$ cat src/rtl/sobel_frame_ctrl.sv
// Frame controller for a streaming Sobel kernel: feeds source pixels into the
// kernel, tags kernel results with row/col, and watches for a stalled kernel.
module sobel_frame_ctrl #(
  parameter int unsigned ROWS       = 360,
  parameter int unsigned COLS       = 480,
  parameter int unsigned OUT_PIXELS = (ROWS - 2) * (COLS - 2),
  parameter int unsigned TIMEOUT    = 4096
) (
  input  logic       clk,
  input  logic       rst,
  input  logic       start_i,
  input  logic       src_valid_i,
  input  logic [7:0] src_data_i,
  output logic       src_ready_o,
  output logic       we_o,
  output logic [7:0] data_o,
  input  logic       done_i,
  input  logic [7:0] grayscale_i,
  output logic       pix_valid_o,
  output logic [7:0] pix_o,
  output logic [8:0] pix_row_o,
  output logic [8:0] pix_col_o,
  output logic       busy_o,
  output logic       frame_done_o,
  output logic       err_o
);

  localparam int unsigned PIXELS = ROWS * COLS;
  localparam int unsigned CNT_W  = $clog2(PIXELS + 1);
  localparam int unsigned IDLE_W = $clog2(TIMEOUT + 1);
  localparam int unsigned CRD_W  = 9;

  typedef enum logic [1:0] {IDLE, FEED, DRAIN, DONE} state_t;

  state_t             state;
  logic [CNT_W-1:0]   in_cnt;
  logic [CNT_W-1:0]   out_cnt;
  logic [IDLE_W-1:0]  idle_cnt;
  logic [CRD_W-1:0]   row;
  logic [CRD_W-1:0]   col;
  logic               accept;
  logic               take_result;
  logic               last_result;
  logic               last_pixel;

  // Ready and busy decode straight from the state register.
  assign src_ready_o = (state == FEED);
  assign busy_o      = (state == FEED) || (state == DRAIN);
  assign accept      = src_valid_i & src_ready_o;
  assign take_result = done_i & busy_o;
  assign last_result = take_result && (out_cnt == CNT_W'(OUT_PIXELS - 1));
  assign last_pixel  = accept && (in_cnt == CNT_W'(PIXELS - 1));

  always_ff @(posedge clk or negedge rst) begin
    if (!rst) begin
      state        <= IDLE;
      in_cnt       <= '0;
      out_cnt      <= '0;
      idle_cnt     <= '0;
      row          <= '0;
      col          <= '0;
      we_o         <= 1'b0;
      data_o       <= '0;
      pix_valid_o  <= 1'b0;
      pix_o        <= '0;
      pix_row_o    <= '0;
      pix_col_o    <= '0;
      frame_done_o <= 1'b0;
      err_o        <= 1'b0;
    end else begin
      we_o         <= 1'b0;
      pix_valid_o  <= 1'b0;
      frame_done_o <= 1'b0;

      if (accept) begin
        we_o   <= 1'b1;
        data_o <= src_data_i;
        in_cnt <= in_cnt + CNT_W'(1);
      end

      // Result carries the coordinate held before this result advances it.
      if (take_result) begin
        pix_valid_o <= 1'b1;
        pix_o       <= grayscale_i;
        pix_row_o   <= row;
        pix_col_o   <= col;
        out_cnt     <= out_cnt + CNT_W'(1);
        if (col == CRD_W'(COLS - 3)) begin
          col <= '0;
          row <= row + CRD_W'(1);
        end else begin
          col <= col + CRD_W'(1);
        end
      end

      case (state)
        IDLE: begin
          if (start_i) begin
            in_cnt   <= '0;
            out_cnt  <= '0;
            idle_cnt <= '0;
            row      <= '0;
            col      <= '0;
            err_o    <= 1'b0;
            state    <= FEED;
          end
        end
        FEED: begin
          if (last_result) begin
            state        <= DONE;
            frame_done_o <= 1'b1;
          end else if (last_pixel) begin
            state <= DRAIN;
          end
        end
        DRAIN: begin
          if (last_result) begin
            state        <= DONE;
            frame_done_o <= 1'b1;
          end else if (done_i) begin
            idle_cnt <= '0;
          end else if (idle_cnt == IDLE_W'(TIMEOUT - 1)) begin
            err_o        <= 1'b1;
            state        <= DONE;
            frame_done_o <= 1'b1;
          end else begin
            idle_cnt <= idle_cnt + IDLE_W'(1);
          end
        end
        DONE:    state <= IDLE;
        default: state <= IDLE;
      endcase
    end
  end

endmodule

$ cat config.mk
export PLATFORM = sky130hd
export DESIGN_NAME = sobel_frame_ctrl
export DESIGN_NICKNAME = d
export VERILOG_FILES = /design/src/rtl/sobel_frame_ctrl.sv
export SDC_FILE = /design/constraint.sdc
export NUM_CORES = 1
export LEC_CHECK = 0
export ABC_AREA = 0
export BUFFER_PORTS_ARGS = -buffer_cell sky130_fd_sc_hd__buf_2
export CAP_MARGIN = 5
export CORE_MARGIN = 8
export CORE_UTILIZATION = 27
export CTS_BUF_LIST = sky130_fd_sc_hd__clkbuf_8
export CTS_CLUSTER_SIZE = 30
export DETAILED_ROUTE_END_ITERATION = 16
export PLACE_DENSITY_LB_ADDON = 0.08
export SKIP_CTS_REPAIR_TIMING = 1
export SLEW_MARGIN = 20
export SYNTH_ARGS = -nofsm -noshare
export SYNTH_HDL_FRONTEND = slang
export SYNTH_SLANG_ARGS = --single-unit
$ cat constraint.sdc
create_clock -name clk -period 2.8 [get_ports clk]
set_input_delay 0 -clock clk [delete_from_list [all_inputs] [get_ports clk]]
set_output_delay 0 -clock clk [all_outputs]
set_load 0.01 [all_outputs]
# Word level (Yosys, flattened, before mapping)
# Cells that the tools add are included.
dict set report totals {
  regBits 107
  wordCells 82
  inputBits 21
  output_inout_bits 40
}
dict set report classes {
  n_mux 38
  reduce_logical 8
  add_sub_neg 5
  n_bitwise 2
  eq_ne 15
}
# operator count
set op_table {}
lappend op_table {{$mux 18} 6}
lappend op_table {{$mux 9} 8}
lappend op_table {{$mux 13} 4}
lappend op_table {{$add 18x1->18 const B} 2}
lappend op_table {{$eq 18x18->1 const B} 2}
lappend op_table {{$pmux 13 s2} 1}
lappend op_table {{$add 9x1->9 const B} 2}
lappend op_table {{$add 13x1->13 const B} 1}
lappend op_table {{$eq 13x12->1 const B} 1}
lappend op_table {{$mux 2} 6}
lappend op_table {{$mux 1} 10}
lappend op_table {{$eq 9x9->1 const B} 1}
lappend op_table {{$pmux 2 s4} 1}
lappend op_table {{$reduce_and 4->1} 2}
lappend op_table {{$ne 2x2->1 const B} 3}
lappend op_table {{$ne 3x3->1 const B} 2}
lappend op_table {{$reduce_and 5->1} 1}
lappend op_table {{$eq 2x2->1 const B} 2}
lappend op_table {{$pmux 1 s2} 2}
lappend op_table {{$ne 3x1->1 const B} 1}
lappend op_table {{$ne 3x2->1 const B} 1}
lappend op_table {{$and 1x1->1} 2}
lappend op_table {{$eq 2x1->1 const B} 1}
lappend op_table {{$logic_and 1x1->1} 2}
lappend op_table {{other kinds (4)} 4}

# Depth between registers and ports, before layout
# Gate-level depths: netlist of the first run.
dict set report logic_depth {
  word_depth 6
  ltp_mapped 10
  ltp_nobuf 9
}

# Worst setup path before layout of the first run
# No wires, ideal clock.
dict set report synth_path {
  path_type {register to register}
  startpoint {reg state[0]}
  endpoint {reg idle_cnt[10]}
  path_buffers 1
  arrival_time_ns 2.095
  required_time_ns 2.708
  path_stages_with_launch 11
  setup_time_ns 0.092
  synth_period_minus_slack_ns 2.186
  slack_ns 0.614
  cell_sequence {dfrtp_1 -> inv_1 -> ha_1 -> nand2_4 -> inv_2 -> nand2_2 -> nor4_4 -> a211o_4 -> or2_1 -> buf_4 -> o31ai_2}
}
dict set report synth_via {
  elab_chain_cells 6
  elab_cells_between_ends 12
  classes_between {5 x eq/ne; 1 x mux; 1 x bitwise; 5 x reduce/logical}
}
# element line
set synth_rtl {}
lappend synth_rtl {{start, declared} 35} ;# state_t state;
lappend synth_rtl {{start signal, assigned} 56} ;# state <= IDLE;
lappend synth_rtl {{start signal, assigned} 105} ;# state <= FEED;
lappend synth_rtl {{start signal, assigned} 110} ;# state <= DONE;
lappend synth_rtl {{$eq 2x1->1 / $eq 2x2->1 (equally long branches)} 48} ;# assign busy_o = (state == FEED) || (state == DRAIN);
lappend synth_rtl {{$logic_or 1x1->1 (*)} 48}
lappend synth_rtl {{net busy_o} 23} ;# output logic busy_o,
lappend synth_rtl {{$and 1x1->1 (*)} 50} ;# assign take_result = done_i & busy_o;
lappend synth_rtl {{$logic_and 1x1->1 (*)} 51} ;# assign last_result = take_result && (out_cnt == CNT_W'(OUT_PIXELS - 1));
lappend synth_rtl {{$ne 2x2->1 (no source line) (*)} --}
lappend synth_rtl {{$reduce_and 4->1 (no source line) (*)} --}
lappend synth_rtl {{end signal, assigned} 127} ;# idle_cnt <= idle_cnt + IDLE_W'(1);
lappend synth_rtl {{end, declared} 38} ;# logic [IDLE_W-1:0] idle_cnt;
# Mark *: on every way through the listed nets, which the timed path passes. The rest lies on a longest branch.
# A chain may end at the register's enable or synchronous reset.

# Worst setup path in the final report of the first run
dict set report layout_path {
  startpoint {reg state[0]}
  endpoint {reg idle_cnt[2]}
}
dict set report layout_via {
  elab_chain_cells 6
  elab_cells_between_ends 12
  classes_between {5 x eq/ne; 1 x mux; 1 x bitwise; 5 x reduce/logical}
}
# element line
set layout_rtl {}
lappend layout_rtl {{$eq 2x1->1 / $eq 2x2->1 (equally long branches)} {48, 96}}
lappend layout_rtl {{$logic_or 1x1->1} 48}
lappend layout_rtl {{$and 1x1->1} 50}
lappend layout_rtl {{$logic_and 1x1->1} 51}
lappend layout_rtl {{$ne 2x2->1 (no source line)} --}
lappend layout_rtl {{$reduce_and 4->1 (no source line)} --}
# Parallel ways exist; a longest one is shown, timed or not.

==> impl_metrics.toml, run 1 <==
[logic_synthesis]
async_flop_share = 1.00
synth_flop_cell = "dfrtp_1"
synth_edf_count = 0
syn_nets = 563
yosysSeqAreaShare = 0.532
synthCells = 533
avgSynthCellArea_sq_um = 9.44
synth_seq_cells = 107
netlist_area_sq_mm = 0.00503
synth.yosys.warnings = 0
ys_types = 50

[critical_path]
criticalPathCategory = "reg2reg"
endpoint_kind = "register"
required_ns = 3.06
cp_max_fo = 15
arrival_ns = 2.70
start_kind = "register"
r2r_setup_slack_ns = 0.36

[drt]
drc = 0
wire_per_inst_microns = 13.9
drt_iter0_drc = 215
ant_nets = 0
vias = 3855
drt-total-wl_mm = 11.8
vias_per_cell = 4.52
first_pass_iters = 4

[min_path]
min-delay-path-class = "in2reg"

[floorplanning]
core-area_sq_mm = 0.0185
start_util = 0.272
pin_count = 61
die-area_sq_mm = 0.0233
rows = 50
fp.dieW_microns = 153
die_y_microns = 153

[clock_tree]
clk_latency_ns = 0.38
numCtsBuffers = 9
cts-htree-levels = 3
cts_root_buf = "clkbuf_8"
cts_tree = "yes"
clock_path_buffers = 2
path_clk_slew_ns = 0.11
clock-sinks = 107

[timing]
hold_violations = 0
fin_crit_ns = 2.44
clock.fmax_mhz = 410
tightest_slew_ns = 0.610
finalSetupViolCount = 0
finalWorstSetupSlack_ns = 0.360
timing.final.crit_share = 0.871
relSlewSlack = 0.590
holdWs_ns = 0.0571
slew_viol_final = 0
rsz0062_at_grt = "false"
finalSetupTns_ns = 0
skew_ns = 0.0108

[place]
gp_congestion = 0.713
dp.cells = 819
post-dp-hpwl_mm = 7.95
post-place-ws_ns = 0.319
port_buffers = 60

[grt]
grt_pass1_vias = 3792
grt_first_pass_wirelength_mm = 20.3
overflow = 0
grt_antenna_before_repair = 0
grt_max_degree = 51
grtUsageTotal = 0.106

[final_layout]
fin_nets = 643
stdcell_count = 852
areaGrowthSynthToFinish_pct = 20.2
final_util = 0.327
layout-drive-gt1-share = 0.173
multi_input_area_sq_mm = 0.00224
ff_latch_area_sq_mm = 0.00268
diodes = 0
fill_cells = 1963

[run]
maxCapViolCount = 0

[status]
status = "complete, no violations"

[power_and_ir_drop]
power.density_mw_per_mm2 = 707
vdd_drop_max_mv = 0.263
p_leak_nw = 2.97
-- path summary, 6_finish.rpt --
| kind | to | from | cells after the start |
|---|---|---|---|
| setup reg to reg | idle_cnt[2] | state[0] | 9 |
| hold / removal | data_o[1] | src_valid_i | 5 |
| hold reg to reg | pix_row_o[4] | pix_row_o[4] | 2 |
| min in group asynchronous | idle_cnt[9] | rst | 2 |
| setup / recovery | idle_cnt[2] | state[0] | 9 |
| max in group asynchronous | data_o[4] | rst | 3 |
-- per-layer routing --
| metal | global-route usage | routed length (microns) | up-vias |
|---|---|---|---|
| li1 | - | - | 1926 |
| met1 | 0.133 | 5740 | 1872 |
| met2 | 0.174 | 5590 | 47 |
| met3 | 0.0292 | 366 | 10 |
| met4 | 0.0311 | 145 | 0 |
| met5 | 0 | 0 | - |
-- cells by family (layout without fill, tap and decap cells) --
family	Yosys count	in the layout	share of synthesized area
AOI/OAI and AO/OA	50	50	0.0706
xor gates and xnor gates	47	47	0.0818
adders and majority gates	9	9	0.0224
buffers and inverters	32	117	0.0254
DFF	107	107	0.532
muxes	2	2	0.00423
and+or+nand+nor	286	286	0.264
-- worst max-delay path, cell delays in order (launching register included) --
cell,delay (ns)
dfrtp_1,0.41
inv_1,0.08
ha_1,0.41
nand2_4,0.10
inv_2,0.07
nand2_2,0.08
nor4_4,0.33
a211o_4,0.28
or2_1,0.44
o21ai_1,0.13
-- power by group --
group	switching, mW	internal [mW]	leakage, nW
logic	0.831	0.435	1.39
registers	0.149	1.75	1.46
clock network	0.592	0.520	0.113
-- synth_stat cells (3+ instances only) --
cell      number  area (sq um)
xnor2_1       16           140
o21a_1         3          22.5
a21oi_1       10          50.1
o31ai_2        3          37.5
nand3_1       27           135
nor3_1         8          40.0
and4_1         3          26.3
xor2_1        31           272
ha_1           9           113
o31ai_1        5          37.5
o21ai_1       10          50.1
nor4_2         3          37.5
inv_1         11          41.3
nand2b_1       4          25.0
a31oi_1        3          18.8
or3_1          3          18.8
nor2_1        71           267
nand2_1      129           484
o41ai_2        3          48.8
and3_1         5          31.3
clkbuf_1      15          56.3
o21ai_0        8          40.0
nand4_1       15          93.8
dfrtp_1      107          2680
-- stage by stage --
step | power (mW) | instance area (sq um)
after floorplan | 2.73 | 5030
after global placement | 3.19 | 5650
after detailed placement | 3.21 | 5650
after CTS | 4.36 | 5880
after global routing | 4.59 | 6050
final | 4.28 | 6050
-- registers in the layout, summed over array words and instances (netlist names) --
| name | flops |
|---|---|
| data_o | 8 |
| out_cnt | 18 |
| frame_done_o | 1 |
| pix_valid_o | 1 |
| idle_cnt | 13 |
| pix_col_o | 9 |
| state | 2 |
| we_o | 1 |
| pix_o | 8 |
| pix_row_o | 9 |
| row | 9 |
| in_cnt | 18 |
| err_o | 1 |
| col | 9 |
-- area by class of cell --
class,instances,area share
Sequential cell,107,0.442
Multi-Input combinational cell,394,0.369
Timing Repair Buffer,88,0.0939
Tap cell,234,0.0484
Clock buffer,9,0.0205
Clock inverter,7,0.0174
Inverter,13,0.00806
-- cell usage in the layout, fill, tap and decap left out, types with 9 or more instances in the layout --
master / synthesis / routed
a21oi_1: 10 / 10
buf_2: 0 / 59
nand3_1: 27 / 27
xnor2_1: 16 / 16
ha_1: 9 / 9
nand2_1: 129 / 129
dfrtp_1: 107 / 107
o21ai_1: 10 / 10
inv_1: 11 / 11
clkbuf_8: 0 / 9
nor2_1: 71 / 70
xor2_1: 31 / 31
nand4_1: 15 / 15
dlygate4sd3_1: 0 / 17
buf_4: 2 / 11
Note: power is estimated with default switching activity, not from simulation.
==> run 2, diff against run 1 <==
- SETUP_SLACK_MARGIN: not set -> 0.5
==> impl_metrics.toml, run 2 (synthesis gave the netlist of run 1 again) <==
[min_path]
min_from = "src_valid_i"
min_path_cells = 5
hold_end = "data_o[1]"
min-delay-path-class = "in2reg"

[critical_path]
r2r_start = "idle_cnt[0]"
r2r_setup_slack_ns = 0.65
r2r_cells = 7
arrival_ns = 2.45
endpoint_kind = "register"
required_ns = 3.09
criticalPathCategory = "reg2reg"
r2r_end = "idle_cnt[11]"
start_kind = "register"
cp_max_fo = 10

[power_and_ir_drop]
power.density_mw_per_mm2 = 714
p_switching_mw = 1.61
vdd_drop_max_mv = 0.263
power.internal_mw = 2.79
p_leak_nw = 3.00
clockPowerShare = 0.253
p_comb_frac = 0.315
seqPwrFrac = 0.432
switching_share = 0.366
total_power_mw = 4.40

[clock_tree]
cts_root_buf = "clkbuf_8"
clock-sinks = 107
clk_latency_ns = 0.38
numCtsBuffers = 9
clock_path_buffers = 2
path_clk_slew_ns = 0.11
cts_tree = "yes"
cts-htree-levels = 3

[timing]
rsz0062_at_grt = "false"
finalSetupViolCount = 0
tightest_slew_ns = 0.607
skew_ns = 0.00862
finalSetupTns_ns = 0
holdWs_ns = 0.0568
slew_viol_final = 0
fin_crit_ns = 2.15
timing.final.crit_share = 0.769
clock.fmax_mhz = 464
hold_violations = 0
relSlewSlack = 0.592

[drt]
wl_met3_microns = 415
drt-total-wl_mm = 12.0
drt_iter0_drc = 197
ant_nets = 0
dr_wl_met2_mm = 5.72
drc = 0
vias_per_cell = 4.52
vias = 3870
first_pass_iters = 5
maxUsedRoutingLayer = "met4"
wl_met1_mm = 5.68
wire_per_inst_microns = 14.0

[grt]
grt_max_degree = 51
grtUsageTotal = 0.106
grt_antenna_before_repair = 0
overflow = 0
grt_first_pass_wirelength_mm = 20.3
grt_pass1_vias = 3792

[final_layout]
layout-drive-gt1-share = 0.188
stdcell_count = 856
diodes = 0
areaGrowthSynthToFinish_pct = 22.4
final_cell_mix = "nand2_1, dfrtp_1, nor2_1"
reg_top3 = "in_cnt x18, out_cnt x18, idle_cnt x13"
mostFrequentLayoutCell = "nand2_1"
fin_nets = 647
final_util = 0.333

[place]
port_buffers = 60
gp_congestion = 0.713
post-dp-hpwl_mm = 7.95
dp.cells = 819

[floorplanning]
rows = 50
start_util = 0.272
die-area_sq_mm = 0.0233
core-area_sq_mm = 0.0185
pin_count = 61
die_y_microns = 153
fp.dieW_microns = 153

[status]
status = "complete, no violations"

[run]
maxCapViolCount = 0
run 2: cell type report:
cell class | instances | area [sq um]
Inverter | 13 | 48.8
Multi-Input combinational cell | 394 | 2310
Sequential cell | 107 | 2680
Fill cell | 1958 | 12400
Timing Repair Buffer | 92 | 602
Clock buffer | 9 | 124
Clock inverter | 7 | 105
Tap cell | 234 | 293
run 2: power by group through the flow:
stage / Clock, mW / Combinational [mW] / Sequential (mW)
floorplan: 0 / 0.764 / 1.97
global route: 1.23 / 1.56 / 1.93
CTS: 1.17 / 1.29 / 1.90
detailed placement: 0 / 1.28 / 1.93
finish: 1.11 / 1.39 / 1.90
global placement: 0 / 1.26 / 1.93
run 2: how the worst max path moves through the flow:
stage | from | endpoint | cells past startpoint
after floorplan | state[0] | idle_cnt[10] | 10
after global placement | state[0] | idle_cnt[2] | 9
after global routing | state[1] | row[6] | 7
after CTS | state[0] | idle_cnt[9] | 9
final | idle_cnt[0] | idle_cnt[11] | 7
after detailed placement | state[0] | idle_cnt[9] | 9
run 2: through the flow:
step | setup WS, ns | cell area [sq um]
after global routing | 0.480 | 6160
after floorplan | 0.614 | 5030
after CTS | 0.290 | 5880
after global placement | 0.418 | 5650
after detailed placement | 0.319 | 5650
final | 0.647 | 6160
run 2: layer usage:
metal	up-vias	global-route usage
met2	53	0.174
met5	-	0
met4	0	0.0311
met3	10	0.0292
met1	1876	0.133
li1	1931	-
run 2: critical path, cell delays in order, from the launching register on:
cell and delay (ns):
dfrtp_1 0.44, ha_1 0.25, and3_1 0.24, nand4_4 0.15
nor4_4 0.07, a211o_4 0.35, or2_4 0.31, o31ai_2 0.24
==> run 3, diff against run 2 <==
- ABC_AREA: 0 -> 1
- clock period: 2.8 -> 2 ns (I/O delays scaled with it)
==> impl_metrics.toml, run 3 <==
[place]
port_buffers = 60
post-dp-hpwl_mm = 9.86
gp_congestion = 0.778
dp.cells = 1010

[drt]
drt_iter0_drc = 206
first_pass_iters = 4
drc = 0
ant_nets = 0
vias = 4694
drt-total-wl_mm = 14.3
vias_per_cell = 4.33
wire_per_inst_microns = 13.1

[logic_synthesis]
ys_types = 33
synth.area.top_cells = "dfrtp_1, nand2_1, nor2_1, inv_1, o21ai_0"
async_flop_share = 1.00
synth_edf_count = 0
synth_flop_cell = "dfrtp_1"
syn_nets = 713
netlist_area_sq_mm = 0.00540
yosys-top-cells-count = "nand2_1, dfrtp_1, nor2_1"
synth_top_area_frac = 0.495
synth.yosys.warnings = 0
avgSynthCellArea_sq_um = 7.91
synth_seq_cells = 107
yosys.area.top_type = "dfrtp_1"
yosysSeqAreaShare = 0.495
yosysMostFrequentCell = "nand2_1"
synthCells = 683

[critical_path]
cp_max_fo = 8
r2r_end = "idle_cnt[5]"
start_kind = "register"
crit_path_end = "idle_cnt[5]"
cpPeakStageDelay_ns = 0.40
path_cells = "inv_2 > ha_4 > nand2_8 > inv_4 > nand2_4 > nor2_4 > nand4_1 > nand3_4 > buf_6 > o21ai_0"
r2r_start = "state[0]"
endpoint_kind = "register"
r2r_setup_slack_ns = 0.13
r2r_cells = 10
criticalPathCategory = "reg2reg"
arrival_ns = 2.14
crit_path_top_delay_cell = "dfrtp_1"
cp-startpoint = "state[0]"
required_ns = 2.27

[timing]
tightest_slew_ns = 0.494
rsz0062_at_grt = "true"
hold_violations = 0
clock.fmax_mhz = 534
relSlewSlack = 0.671
timing.final.crit_share = 0.936
finalSetupViolCount = 0
finalSetupTns_ns = 0
fin_crit_ns = 1.87
slew_viol_final = 0
skew_ns = 0.0171

[grt]
met2_usage = 0.176
grt_use_met3 = 0.0217
grt_antenna_before_repair = 0
top_usage_layer = "met2"
grtUsageTotal = 0.115
grt_first_pass_wirelength_mm = 22.9
grt_max_degree = 44
use_met1 = 0.158
grt_pass1_vias = 4508
overflow = 0

[final_layout]
final_cell_mix = "nand2_1, dfrtp_1, inv_1"
layout-drive-gt1-share = 0.261
diodes = 0
stdcell_count = 1085
mostFrequentLayoutCell = "nand2_1"
areaGrowthSynthToFinish_pct = 33.6
reg_top3 = "in_cnt x18, out_cnt x18, idle_cnt x13"
fill_cells = 2060
fin_nets = 845
final_util = 0.370

[floorplanning]
pin_count = 61
core-area_sq_mm = 0.0195
fp.dieW_microns = 157
rows = 51
start_util = 0.277
die_y_microns = 157
die-area_sq_mm = 0.0248

[power_and_ir_drop]
vdd_drop_max_mv = 0.440
p_leak_nw = 3.54
power.density_mw_per_mm2 = 970

[run]
maxCapViolCount = 0

[clock_tree]
clk_latency_ns = 0.40
cts_tree = "yes"
clock-sinks = 107
cts-htree-levels = 3
cts_root_buf = "clkbuf_8"
numCtsBuffers = 9
clock_path_buffers = 2
path_clk_slew_ns = 0.11

[status]
status = "complete, no violations"

[min_path]
min-delay-path-class = "in2reg"
[run 3: cell count changes in the layout (fill, tap and decap cells not counted), moves of 10 or more]
cell	delta
inv_1	+70
nand2_1	+42
buf_4	+26
xor2_1	-15
a21oi_1	+14
nor2_4	+13
xnor2_1	-11
buf_6	+10
nor2_1	+10
[run 3: area by class of cell]
cell class                      instances  area, sq um  area share
Clock buffer                            9          124      0.0172
Sequential cell                       107         2680       0.371
Clock inverter                          7         70.1     0.00971
Timing Repair Buffer                  136         1030       0.143
Inverter                               90          343      0.0475
Multi-Input combinational cell        471         2640       0.365
Tap cell                              265          332      0.0459
[run 3: kinds of logic (layout without fill, tap and decap cells)]
family          after synthesis  count (layout)  synth area share
simple gates                367             367             0.301
flops                       107             107             0.495
buf+inv                     105             242            0.0757
compound gates               74              74            0.0725
xor+xnor                     21              21            0.0340
fa+ha+maj                     9               9            0.0208
[run 3: critical path, delay by kind of cell, from the launching register on]
kind                       cells  cell delay [ns]
AOI/OAI and AO/OA              1             0.09
adders and majority gates      1             0.32
buffers and inverters          3             0.29
DFF                            1             0.40
and+or+nand+nor                5             0.65
[run 3: worst min-delay path by stage]
| stage | start | to | slack (ns) | depth (start not counted) |
|---|---|---|---|---|
| floorplan | rst | col[0] | -0.30 | 0 |
| global placement | rst | pix_o[2] | 0.01 | 1 |
| detailed placement | rst | pix_o[5] | 0.007 | 1 |
| CTS | rst | pix_o[1] | -0.44 | 1 |
| global route | start_i | col[2] | 0.003 | 4 |
| finish | done_i | idle_cnt[7] | 0.02 | 4 |
[run 3: routing by layer]
layer / vias to the layer above / share of wire
met3: 12 / 0.036
met4: 0 / 0.014
met1: 2194 / 0.50
met5: - / 0
met2: 66 / 0.45
li1: 2422 / -
[run 3: power breakdown]
group          internal [mW]  switching (mW)
combinational           1.28            1.67
clock                  0.489           0.866
sequential              2.49           0.209
total                   4.26            2.74
[run 3: per-stage QoR]
stage | power, mW | hold WS, ns | worst slack, ns | area, sq um
floorplan | 4.17 | -0.296 | 0.344 | 5470
global placement | 4.95 | 0.0116 | 0.186 | 6170
detailed placement | 4.98 | 0.00655 | 0.128 | 6170
CTS | 6.38 | -0.436 | 0.0986 | 6360
global route | 7.51 | 0.00336 | 0.00347 | 7220
finish | 7.00 | 0.0192 | 0.127 | 7220
